`src/rtl/ifu_fetch_queue.sv`:
```
// ifu_fetch_queue: owns the fetch PC, issues single-outstanding imem requests and buffers (inst, pc) pairs for decode.
// Optional feature macro IFU_MISALIGN_TRAP_EN: misaligned redirects set a sticky misalign_err and halt fetch.
module ifu_fetch_queue #(
  parameter int XLEN = 64,
  parameter int ILEN = 32,
  parameter int DEPTH = 4,
  parameter logic [XLEN-1:0] RESET_PC = 'h8000_0000
) (
  input  logic            clk,
  input  logic            rst,
  output logic            imem_req_valid,
  input  logic            imem_req_ready,
  output logic [XLEN-1:0] imem_req_addr,
  input  logic            imem_resp_valid,
  input  logic [ILEN-1:0] imem_resp_inst,
  input  logic            redirect_valid,
  input  logic [XLEN-1:0] redirect_pc,
  output logic            inst_valid,
  input  logic            inst_ready,
  output logic [ILEN-1:0] inst,
  output logic [XLEN-1:0] inst_pc,
  output logic            misalign_err
);
  localparam int PTR_W = $clog2(DEPTH);
  localparam int CNT_W = PTR_W + 1;

  typedef enum logic [1:0] {IDLE, REQ, WAIT, WAIT_DROP} fetchStateT;

  fetchStateT       state, stateNext;
  logic [XLEN-1:0]  fetchPc, fetchPcNext, addrReg;
  logic             pending, dropPending, dropNext;
  logic [CNT_W-1:0] count;
  logic [PTR_W-1:0] rdPtr, wrPtr;
  logic [ILEN-1:0]  instMem [DEPTH];
  logic [XLEN-1:0]  pcMem [DEPTH];
  logic             reqValid, handshake, respPush, pop;
  logic             misalignErr, redirBad;
  logic [XLEN-1:0]  redirTarget;

`ifdef IFU_MISALIGN_TRAP_EN
  assign redirTarget = redirect_pc;
  assign redirBad    = redirect_valid && (redirect_pc[1:0] != 2'b00);

  always_ff @(posedge clk) begin
    if (rst)
      misalignErr <= 1'b0;
    else if (redirect_valid)
      misalignErr <= redirBad;
  end
`else
  assign redirTarget = redirect_pc & ~XLEN'(3);
  assign redirBad    = 1'b0;
  assign misalignErr = 1'b0;
`endif

  // A raised request stays up (with its address frozen) until accepted, even across a redirect or error.
  assign reqValid  = !rst && (state == IDLE || state == REQ) &&
                     (pending || (count < CNT_W'(DEPTH) && !misalignErr));
  assign handshake = reqValid && imem_req_ready;
  assign respPush  = (state == WAIT) && imem_resp_valid && !redirect_valid;
  assign pop       = inst_valid && inst_ready;

  always_comb begin
    stateNext   = state;
    fetchPcNext = fetchPc;
    dropNext    = dropPending;
    case (state)
      IDLE, REQ: begin
        if (handshake) begin
          stateNext = (dropPending || redirect_valid) ? WAIT_DROP : WAIT;
          if (!dropPending && !redirect_valid)
            fetchPcNext = fetchPc + XLEN'(4);
          dropNext = 1'b0;
        end else begin
          stateNext = REQ;
          if (redirect_valid && reqValid)
            dropNext = 1'b1;
        end
      end
      // A response arriving with a redirect is consumed (and dropped), so no wait for another one.
      WAIT: begin
        if (imem_resp_valid)
          stateNext = REQ;
        else if (redirect_valid)
          stateNext = WAIT_DROP;
      end
      WAIT_DROP: begin
        if (imem_resp_valid)
          stateNext = REQ;
      end
      default: stateNext = IDLE;
    endcase
    if (redirect_valid && !redirBad)
      fetchPcNext = redirTarget;
  end

  always_ff @(posedge clk) begin
    if (rst) begin
      state       <= IDLE;
      fetchPc     <= RESET_PC;
      addrReg     <= RESET_PC;
      pending     <= 1'b0;
      dropPending <= 1'b0;
      count       <= '0;
      rdPtr       <= '0;
      wrPtr       <= '0;
    end else begin
      state       <= stateNext;
      fetchPc     <= fetchPcNext;
      dropPending <= dropNext;
      pending     <= reqValid && !imem_req_ready;
      if (reqValid)
        addrReg <= imem_req_addr;
      if (redirect_valid) begin
        count <= '0;
        rdPtr <= '0;
        wrPtr <= '0;
      end else begin
        if (respPush)
          wrPtr <= wrPtr + PTR_W'(1);
        if (pop)
          rdPtr <= rdPtr + PTR_W'(1);
        count <= count + CNT_W'(respPush) - CNT_W'(pop);
      end
    end
  end

  always_ff @(posedge clk) begin
    if (rst) begin
      for (int i = 0; i < DEPTH; i++) begin
        instMem[i] <= '0;
        pcMem[i]   <= '0;
      end
    end else if (respPush) begin
      instMem[wrPtr] <= imem_resp_inst;
      pcMem[wrPtr]   <= addrReg;
    end
  end

  assign imem_req_valid = reqValid;
  assign imem_req_addr  = pending ? addrReg : fetchPc;
  assign inst_valid     = (count != '0);
  assign inst           = instMem[rdPtr];
  assign inst_pc        = pcMem[rdPtr];
  assign misalign_err   = misalignErr;

endmodule

```
`config.mk`:
```
export PLATFORM = sky130hd
export DESIGN_NAME = ifu_fetch_queue
export DESIGN_NICKNAME = d
export VERILOG_FILES = /design/src/rtl/ifu_fetch_queue.sv
export SDC_FILE = /design/constraint.sdc
export NUM_CORES = 1
export LEC_CHECK = 0
export BUFFER_PORTS_ARGS = -buffer_cell sky130_fd_sc_hd__buf_2
export CAP_MARGIN = 40
export CORE_ASPECT_RATIO = 1.75
export CORE_MARGIN = 4
export CORE_UTILIZATION = 40
export CTS_BUF_LIST = sky130_fd_sc_hd__clkbuf_4
export CTS_CLUSTER_DIAMETER = 80
export DETAILED_ROUTE_END_ITERATION = 8
export HOLD_SLACK_MARGIN = 0.03
export SYNTH_ARGS = -nofsm -noshare
export SYNTH_HDL_FRONTEND = slang
export SYNTH_SLANG_ARGS = --single-unit
export TNS_END_PERCENT = 100
```
`constraint.sdc`:
```
create_clock -name clk -period 10.55 [get_ports clk]
set_clock_uncertainty 0.05 [all_clocks]
set_input_delay 1.5825 -clock clk [delete_from_list [all_inputs] [get_ports clk]]
set_output_delay 1.5825 -clock clk [all_outputs]
set_load 0.03 [all_outputs]
```
==> summary.md <==
| Metric | Value |
|---|---|
| Status | `finished, final reports clean` |
| Row count | `approximately 120` |
| R2r setup slk | `6.97 ns` |
| Largest net degree at the start of global routing | `83` |
| Layout cells sized above 1 | `29.4%` |
| Internal Power | `between 3000 and 4000 uW` |
| Fin Setup TNS | `0 ns` |
| Htree depth | `3` |
| DR WL/cell | `about 22 um` |
| Cells on worst reg2reg path | `6` |
| Post-route ant nets | `0` |
| Kind of critical path | `register to output pin` |
| Yosys reg bits | `roughly 520` |
| Final hold violations | `0` |
| Die span in y | `326 um` |
| Worst Setup Start Kind | `register` |
| Crit share post-route | `between 50 and 60%` |
| Sequential cell area fraction in the yosys report | `61.8%` |
| I/O pin cnt | `265` |
| Synth area leaders | `edfxtp_1 (50%), dfxtp_1 (12%), mux4_2 (9.3%)` |
| HPWL after detailed placement | `42400 um` |
| Max Cap Viol | `0` |
| Pre-antenna DRT Iters | `6` |
| Detailed-route DRC error count | `0` |
| Post-synthesis net count | `2027` |
| Antenna violations before repair | `8` |
| Net switching component of the power | `1160 uW` |
| Worst-path clk slew | `0.07 ns` |
| Crit Reg-Reg Endpoint | `fetchPc[52]` |
| Power share of the combinational group | `roughly a tenth` |
| GR Util All Layers | `around 22%` |
| Initial drt markers | `1193` |
| Maximum vdd drop | `between 0.06 and 0.07 mV` |
| CTS tree | `built` |
| Synth-to-layout area growth | `17.0%` |
| Max Clk Rate | `177 MHz` |
| Req. time, crit path | `between 8 and 9 ns` |
| Sequential power share | `a little over half` |
| CTS Buffer Depth | `3` |
| Via count | `around 16000` |
| Max Slew Vio Count | `0` |
| Core area | `57300 um2` |
| Max-slew headroom | `38.3%` |
| Fin nets | `2310` |
| First-pass GRT wire length | `102000 um` |
| Worst skew pair latency | `0.89 ns` |
| # setup viols final | `0` |
| Final instance area | `27100 um2` |
| CP endpoint | `inst_pc[50]` |
| Starting Density | `40.4%` |
| Worst r2r src | `pending` |
| Crit path max fanout | `34` |
| Fraction of registers with async set/reset | `0%` |
| Post-synth EDFFs | `384` |
| Netlist cell types | `58` |
| Mapped Area | `23200 um2` |
| Pwr Density | `164 nW/um2` |
| Vias in the first global route | `between 15000 and 20000` |
| GR Overflow Total | `0` |
| Final wirelength | `67600 um` |
| Die Area | `62000 um2` |
| Post-CTS sizing | `0` |
| CTS buffer count | `120` |
| Setup Buffers After CTS | `0` |
| Syn_area_per_cell | `12.1 um2` |
| Post-layout min period | `5.66 ns` |
| Leak pwr | `0.0110 uW` |
| Actual slew at the worst max-slew pin | `about 0.93 ns` |
| Crit path capture type | `output pin` |
| Area post-placement | `approximately 25000 um2` |
| Cell taking the most area after synthesis | `edfxtp_1` |
| Filler cell count | `5245` |
| Sw frac | `26.0%` |
| CP Data Arrival Time | `between 4 and 5 ns` |
| RSZ-0062 raised after global routing | `no` |
| PortBufs | `261` |
| Clock root cell | `clkbuf_4` |
| Post-CTS Hold Buffers | `0` |
| Vias per cell | `between 5 and 6` |
| Worst min path class | `register to register` |
| Sinks on Clock Net | `around 520` |
| Top_reg_cell synth | `edfxtp_1` |
| Die width | `190 um` |
| Clock power share | `37.6%` |
| Top cell type's share of synthesized area | `49.8%` |
| Warnings, synthesis | `0` |
| Synth Instances | `1921` |
| Gp weighted congestion | `a little over 0.8` |
-- per-stage QoR --
stage	hold slack, ns	util [%]	total power (uW)	setup WS, ns	cells
2_1_floorplan	0.408	-	2650	3.31	1921
3_3_place_gp	0.432	43.9	2810	5.57	2837
3_5_place_dp	0.433	44.4	2830	5.58	2849
4_1_cts	0.450	47.2	4510	4.61	3077
5_1_grt	0.466	47.3	4660	4.46	3079
6_report	0.446	47.3	4450	4.89	3085
-- sequential cells by signal, indices dropped and copies added (netlist names), named ones only --
register and flops:
wrPtr 2, addrReg 64, count 3, fetchPc 62, rdPtr 2, pending 1
pcMem 256, instMem 128, dropPending 1, state 2
-- layer usage --
metal / up-vias / part of all wire, % / global-route usage (%)
li1: 7573 / - / -
met1: 8068 / 38 / 25.5
met2: 575 / 52 / 39.2
met3: 122 / 6.5 / 4.01
met4: 2 / 3.2 / 8.42
met5: - / 0.019 / 0
-- layout make-up --
class,instances,area (um2),share of cell area (%)
clock buffer,180,1350,4.99
antenna,8,20.0,0.0739
clock inverter,48,290,1.07
inverter,114,428,1.58
tap,767,960,3.54
multi-input combinational,1150,7980,29.4
sequential,523,14300,52.8
timing repair buffer,295,1750,6.46
-- power by group through the flow --
stage	Clock [uW]	Sequential (uW)	Combinational, uW
after floorplan	0	2380	270
after global routing	1840	2370	444
after detailed placement	0	2410	417
after global placement	0	2410	398
final	1670	2360	412
after CTS	1730	2360	418
-- cells by family after synthesis --
logic type               after synthesis  synth area share [%]
multiplexers                         158                  12.3
buffers and inverters                248                  4.11
other                                  1                0.0162
AND/OR/NAND/NOR                      850                  16.9
adder cells (fa/ha/maj)                4                 0.248
AO/OA/AOI/OAI                        111                  3.60
flip-flops                           523                  61.8
XOR/XNOR                              26                 0.983
-- worst max-delay path: stages (launching register included) --
cell and delay [ns]:
dfxtp_4 0.83, buf_4 0.69, buf_4 0.71, mux4_2 0.64, buf_2 0.21
-- synth_stat cells (3+ instances only) --
| cell | n |
|---|---|
| a2111oi_0 | 8 |
| a211oi_1 | 20 |
| a21oi_1 | 10 |
| a311oi_1 | 23 |
| a31oi_1 | 8 |
| and2_1 | 73 |
| and3_1 | 18 |
| and4_1 | 16 |
| buf_1 | 30 |
| buf_2 | 3 |
| buf_4 | 3 |
| clkbuf_1 | 97 |
| dfxtp_1 | 139 |
| edfxtp_1 | 384 |
| ha_1 | 3 |
| inv_1 | 113 |
| mux2_2 | 60 |
| mux4_2 | 96 |
| nand2_1 | 142 |
| nand2b_1 | 4 |
| nand3_1 | 20 |
| nand3b_1 | 3 |
| nand4_1 | 25 |
| nor2_1 | 417 |
| nor2b_1 | 6 |
| nor3_1 | 70 |
| nor3b_1 | 4 |
| nor4_1 | 10 |
| nor4b_1 | 4 |
| o211ai_1 | 3 |
| o21ai_0 | 8 |
| o21bai_1 | 5 |
| o31a_1 | 3 |
| o31ai_1 | 14 |
| or2_2 | 7 |
| or3_1 | 9 |
| or4_1 | 12 |
| xnor2_1 | 12 |
| xor2_1 | 14 |
-- worst min path at each step --
stage	start	end	depth (start not counted)
after floorplan	addrReg[0]	addrReg[0]	1
after global placement	addrReg[0]	addrReg[0]	1
after detailed placement	addrReg[0]	addrReg[0]	1
after CTS	addrReg[0]	addrReg[0]	1
after global routing	addrReg[0]	addrReg[0]	1
final	addrReg[0]	addrReg[0]	1
-- cells in the final DEF (no fill, tap or decap), drive strengths merged, types with 70 or more instances in the layout --
| master | synthesis | routed |
|---|---|---|
| inv | 114 | 115 |
| nor3 | 70 | 70 |
| nor2 | 417 | 417 |
| and2 | 73 | 73 |
| clkbuf | 97 | 180 |
| nand2 | 142 | 142 |
| dfxtp | 139 | 139 |
| mux4 | 96 | 96 |
| buf | 37 | 295 |
| edfxtp | 384 | 384 |
(Power assumes the default switching activity.)
